## config.mk

```make
export PLATFORM = sky130hd
export DESIGN_NAME = piso
export DESIGN_NICKNAME = d
export VERILOG_FILES = /design/src/rtl/piso_pkg.sv /design/src/rtl/piso.sv
export SDC_FILE = /design/constraint.sdc
export NUM_CORES = 1
export LEC_CHECK = 0
export ABC_AREA = 1
export CAP_MARGIN = 10
export CORE_ASPECT_RATIO = 1.1
export CORE_UTILIZATION = 47
export DETAILED_ROUTE_END_ITERATION = 8
export PLACE_DENSITY = 0.87
export REMOVE_ABC_BUFFERS = 1
export SKIP_CTS_REPAIR_TIMING = 1
export SLEW_MARGIN = 20
export SYNTH_ARGS = -nofsm -noshare
export SYNTH_HDL_FRONTEND = slang
export SYNTH_SLANG_ARGS = --single-unit
```

## constraint.sdc

```tcl
create_clock -name clk -period 2 [get_ports clk]
set_clock_uncertainty 0.1 [all_clocks]
set_input_delay 0.6 -clock clk [delete_from_list [all_inputs] [get_ports clk]]
set_output_delay 0.6 -clock clk [all_outputs]
set_load 0.02 [all_outputs]
```

## src/rtl/piso_pkg.sv

```systemverilog
// piso_pkg: shared state type for the parallel-in/serial-out converter
package piso_pkg;
  typedef enum logic {IDLE, SHIFT} state_t;
endpackage

```

## src/rtl/piso.sv

```systemverilog
// piso: loads a MAX_NUM-slice word on valid/ready and emits it slice 0 first, one WIDTH-bit beat per transfer
module piso
  import piso_pkg::*;
#(
  parameter int WIDTH   = 8,
  parameter int MAX_NUM = 2
) (
  input  logic                     clk,
  input  logic                     rst,
  input  logic [WIDTH*MAX_NUM-1:0] din_parallel,
  input  logic                     din_valid,
  output logic                     din_ready,
  output logic [WIDTH-1:0]         dout_serial,
  output logic                     dout_valid,
  input  logic                     dout_ready,
  output logic                     dout_last,
  output logic                     busy
);
  localparam int CW = $clog2(MAX_NUM) + 1;
  localparam int TW = WIDTH * MAX_NUM;
  state_t          state;
  logic [TW-1:0]   sr;
  logic [CW-1:0]   cnt;
  logic            in_xfer;
  logic            out_xfer;
  assign dout_valid  = state == SHIFT;
  assign busy        = state == SHIFT;
  assign dout_serial = sr[WIDTH-1:0];
  assign dout_last   = state == SHIFT && cnt == CW'(MAX_NUM - 1);
  // ready on the last beat lets the next word load with no bubble
  assign din_ready   = state == IDLE || (dout_last && dout_ready);
  assign in_xfer     = din_valid && din_ready;
  assign out_xfer    = dout_valid && dout_ready;
  always_ff @(posedge clk) begin
    if (rst) begin
      state <= IDLE;
      sr    <= '0;
      cnt   <= '0;
    end else if (in_xfer) begin
      state <= SHIFT;
      sr    <= din_parallel;
      cnt   <= '0;
    end else if (out_xfer) begin
      state <= dout_last ? IDLE : SHIFT;
      sr    <= sr >> WIDTH;
      cnt   <= dout_last ? '0 : cnt + 1'b1;
    end
  end
endmodule

```

## Word level (Yosys, flattened, before mapping)

Index checks and enable logic that the tools add are counted.

- Equal/unequal tests: 1
- Add/subtract/negate cells: 1
- Bitwise gates (word level): 1
- Reductions and logical operators: 7
- Multiplexer cells: 6

Operator list:

| operator | number |
|---|---|
| $mux W16 | 2 |
| $logic_and A1 B1 Y1 | 4 |
| $mux W1 | 3 |
| $add A2 B1 Y2 const B | 1 |
| $eq A2 B1 Y1 const B | 1 |
| $mux W2 | 1 |
| $reduce_bool A2 Y1 | 1 |
| $reduce_or A2 Y1 | 1 |
| $logic_or A1 B1 Y1 | 1 |
| $not A1 Y1 | 1 |

- Word-level logic and storage cells: 19
- Input bits: 20
- Bits in registers: 19

## Logic depth before layout (Yosys ltp)

- Depth in word-level cells: 6
- Depth in mapped cells: 8
- Mapped depth without buffers: 7

## Least setup slack after synthesis

Ideal clock, no wire load.

- Path type: flip-flop to output port
- Start point: register state, in the netlist busy
- End point: output port dout_last
- Slack: 209 ps
- Data required time: 1300 ps
- Data arrival time: 1091 ps
- Stages on the path, launching flop included: 3
- Buffers on the path: 0
- Cell sequence: dfxtp_1 inv_1 nor3_1

- Word-level cells in the longest chain between the ends: 1

RTL lines:

| what | line | text |
|---|---|---|
| from (decl) | piso.sv:21 | `state_t state;` |
| from (signal assigned) | piso.sv:44 | `state <= dout_last ? IDLE : SHIFT;` |
| $logic_and A1 B1 Y1 | piso.sv:29 | `assign dout_last = state == SHIFT && cnt == CW'(MAX_NUM - 1);` |
| to (decl) | piso.sv:16 | `output logic dout_last,` |

No other way between the ends.

## Worst setup path after layout

- Start point: input port dout_ready
- End point: output port din_ready

- Word-level cells in the longest chain between the ends: 2

RTL lines:

| what | line | text |
|---|---|---|
| from (decl) | piso.sv:15 | `input logic dout_ready,` |
| $logic_and A1 B1 Y1 | piso.sv:31 | `assign din_ready = state == IDLE \|\| (dout_last && dout_ready);` |
| $logic_or A1 B1 Y1 | piso.sv:31 |  |
| to (decl) | piso.sv:12 | `output logic din_ready,` |

No other way between the ends.

==> summary.txt <==
Run status
  • Outcome: complete, but fails checks
  • Failing checks: setup timing

Setup path
  • Critical R2R Capture: sr[6]
  • Worst path depth: 4
  • Worst R2R Path Depth: 7
  • Critical-path top delay cell: clkdlybuf4s50_1
  • WS Path Type: in -> out
  • Element type at the critical path start: primary input
  • Origin of the critical flop-to-flop path: cnt[1]
  • Worst setup endpoint: din_ready
  • Critical Path Fanout Max: 2
  • Reg2reg setup slack: around 0.68 ns
  • CP Cell Sequence: clkdlybuf4s50_1 -> nand3_1 -> nand2_2 -> buf_6
  • Worst path arrival time: approximately 1.4 ns
  • CP top delay family: buffers and inverters
  • Worst endpoint required time: 1.30 ns
  • CP startpoint: dout_ready
  • Max incr delay on CP: 0.49 ns
  • Worst Path Buf+Inv: 2
  • Crit. End Element: output port

Drt
  • Final ANT Viol Nets: 0
  • Router iterations before antenna repair: 4
  • DR vias/cell: ~4.8
  • Routed wire length: around 1.9 mm
  • Residual DRC count: 0
  • Vias: ~900
  • 1st-iter DRT viols: 23
  • WL/cell: between 10 and 15 µm

Final layout
  • Area grow syn2layout: 33.3%
  • Ratio of cells with drive above 1 in the final layout: 0.108
  • Most frequent cells in the layout: clkdlybuf4s50_1, dfxtp_1, nand3_1, nand2_1, a21oi_1
  • Antenna Cells: 0
  • Combined area of the multi-input logic cells: approximately 390 µm²
  • Design Area, Final: 1260 µm²
  • # fillers: between 150 and 200
  • FF+latch area: roughly 380 µm²
  • Fin cells: about 190
  • Nets@finish: about 180
  • Commonest non-fill, non-tap cell in the layout: clkdlybuf4s50_1

GRT
  • Remaining global-route overflow: 0
  • Largest net degree at the start of global routing: 27
  • First-pass GRT wire length: 3.08 mm
  • Number of global-route vias before repair: approximately 760
  • Gr usage total: 0.187
  • Initial antenna violation count: 0

Placement
  • Half-perimeter wire length after placement: 1.43 mm
  • Placer Congestion: ~0.74
  • Placement Cell Area: approximately 1200 µm²
  • Placed cells: 181
  • Input/output buffers: 31

CTS
  • Htree depth: 1
  • CTS tree: done
  • CTS root buf: clkbuf_4
  • Clock slew at reported path FFs: roughly 0.11 ns
  • Clock Tree Buf Depth: 2
  • CTS Buf Count: 3
  • Clk Latency, worst-skew pair: approximately 0.29 ns
  • Clock sinks: 19

Timing
  • Setup violations, final: 1
  • Fmax: about 0.48 GHz
  • Setup TNS: -0.103 ns
  • Max Slew Vio Count: 0
  • RSZ-0062 raised after global routing: yes
  • Rel. slew slack: 0.819
  • Fin worst setup slack: -0.103 ns
  • Tmin final: ~2.1 ns
  • WHS: 0.369 ns
  • Hold Violations, Final: 0
  • Crit share post-route: 1.05
  • Worst slew pin tran: approximately 0.27 ns

Floorplan
  • Cell Rows: 16
  • Die area: 2190 µm²
  • Starting Density: 0.512
  • Core area: 1840 µm²
  • I/O pin total: 32
  • Die X-Extent: between 40 and 50 µm
  • Die H: 49.0 µm

Power and ir drop
  • Power Internal: slightly below 600 µW
  • Sequential share of power: 0.505
  • P_sw: ~240 µW
  • Power Density: approximately 660 nW/µm²
  • Leakage power: between 0.5 and 0.6 nW
  • Sw Ratio: 0.289
  • Clock power frac: 0.232
  • Comb power frac: 0.263
  • Max IR drop VDD: ~0.42 mV

Yosys
  • Post-Syn Area per Cell: a little over 7 µm²
  • Mapped Area: around 940 µm²
  • Sequential share of the synthesized area: 0.403
  • Syn Inst Count: roughly 130
  • Yosys warns: 0
  • Flops & latches, synth: 19
  • Cell variety after synth: 19

Worst hold path
  • Hold/Removal Path Class: reg -> reg

Flow run
  • Max_cap viols: 0
## kinds of logic (layout without fill, tap and decap cells)
group	Yosys count	after routing	share of synthesized area
AND/OR/NAND/NOR	56	56	0.256
buffers and inverters	31	56	0.182
AO/OA/AOI/OAI	27	27	0.159
flip-flops	19	19	0.403
## worst reg2reg max path, delay by kind of cell (launching register included)
| family | cells | cell delay, ns |
|---|---|---|
| compound gates | 1 | 0.11 |
| buf+inv | 2 | 0.33 |
| flops | 1 | 0.33 |
| simple gates | 4 | 0.37 |
## through the flow
stage / worst slack (ns) / util / power [mW]
6_report: -0.103 / 0.683 / 0.829
5_1_grt: -0.130 / 0.683 / 0.866
4_1_cts: -0.542 / 0.677 / 0.832
3_5_place_dp: -0.560 / 0.662 / 0.647
3_3_place_gp: -0.532 / 0.662 / 0.641
2_1_floorplan: 0.0664 / - / 0.532
## flip-flops by register name, indices dropped and copies added, names as in the netlist
register  count
busy          1
cnt           2
sr           16
## worst min path at each step
stage               slack, ns      to   start  cells after the start
floorplan                0.33  cnt[1]  cnt[1]                      2
global placement         0.35  cnt[1]  cnt[1]                      2
detailed placement       0.34  cnt[1]  cnt[1]                      2
CTS                      0.36  cnt[1]  cnt[1]                      2
global route             0.39  sr[11]  sr[11]                      2
finish                   0.37  sr[14]  sr[14]                      2
## routing by layer
layer | up-vias | global-route usage | routed length, µm
met5 | - | 0 | 0
met4 | 0 | 0.0960 | 34
met3 | 4 | 0.0259 | 55
met2 | 27 | 0.311 | 1010
met1 | 388 | 0.228 | 816
li1 | 469 | - | -
## power groups by stage
stage	combinational (mW)	sequential (mW)	clock, mW
after global routing	0.238	0.421	0.207
after CTS	0.220	0.419	0.194
after detailed placement	0.219	0.427	0
after global placement	0.215	0.425	0
final	0.218	0.418	0.192
after floorplan	0.0832	0.449	0
## Yosys cell counts
library cell  count  share of area
a21oi_1          18          0.095
a21oi_4           1          0.017
buf_1             1         0.0040
buf_2             3          0.016
buf_4             9          0.072
buf_6             2          0.024
clkbuf_1          1         0.0040
dfxtp_1          19           0.40
inv_1            13          0.052
inv_2             1         0.0040
inv_4             1         0.0066
nand2_1          18          0.072
nand2_2           2          0.013
nand3_1          18          0.095
nor2_1           16          0.064
nor2_2            1         0.0066
nor3_1            1         0.0053
o21ai_1           7          0.037
o21ai_2           1         0.0093
## cell type report
type | count | area share
multi-input cells | 83 | 0.311
flip-flops and latches | 19 | 0.302
repair buffers | 37 | 0.292
inverters | 15 | 0.0468
well taps | 27 | 0.0269
clock buffers | 4 | 0.0209
Power figures use the tool's default switching activity.
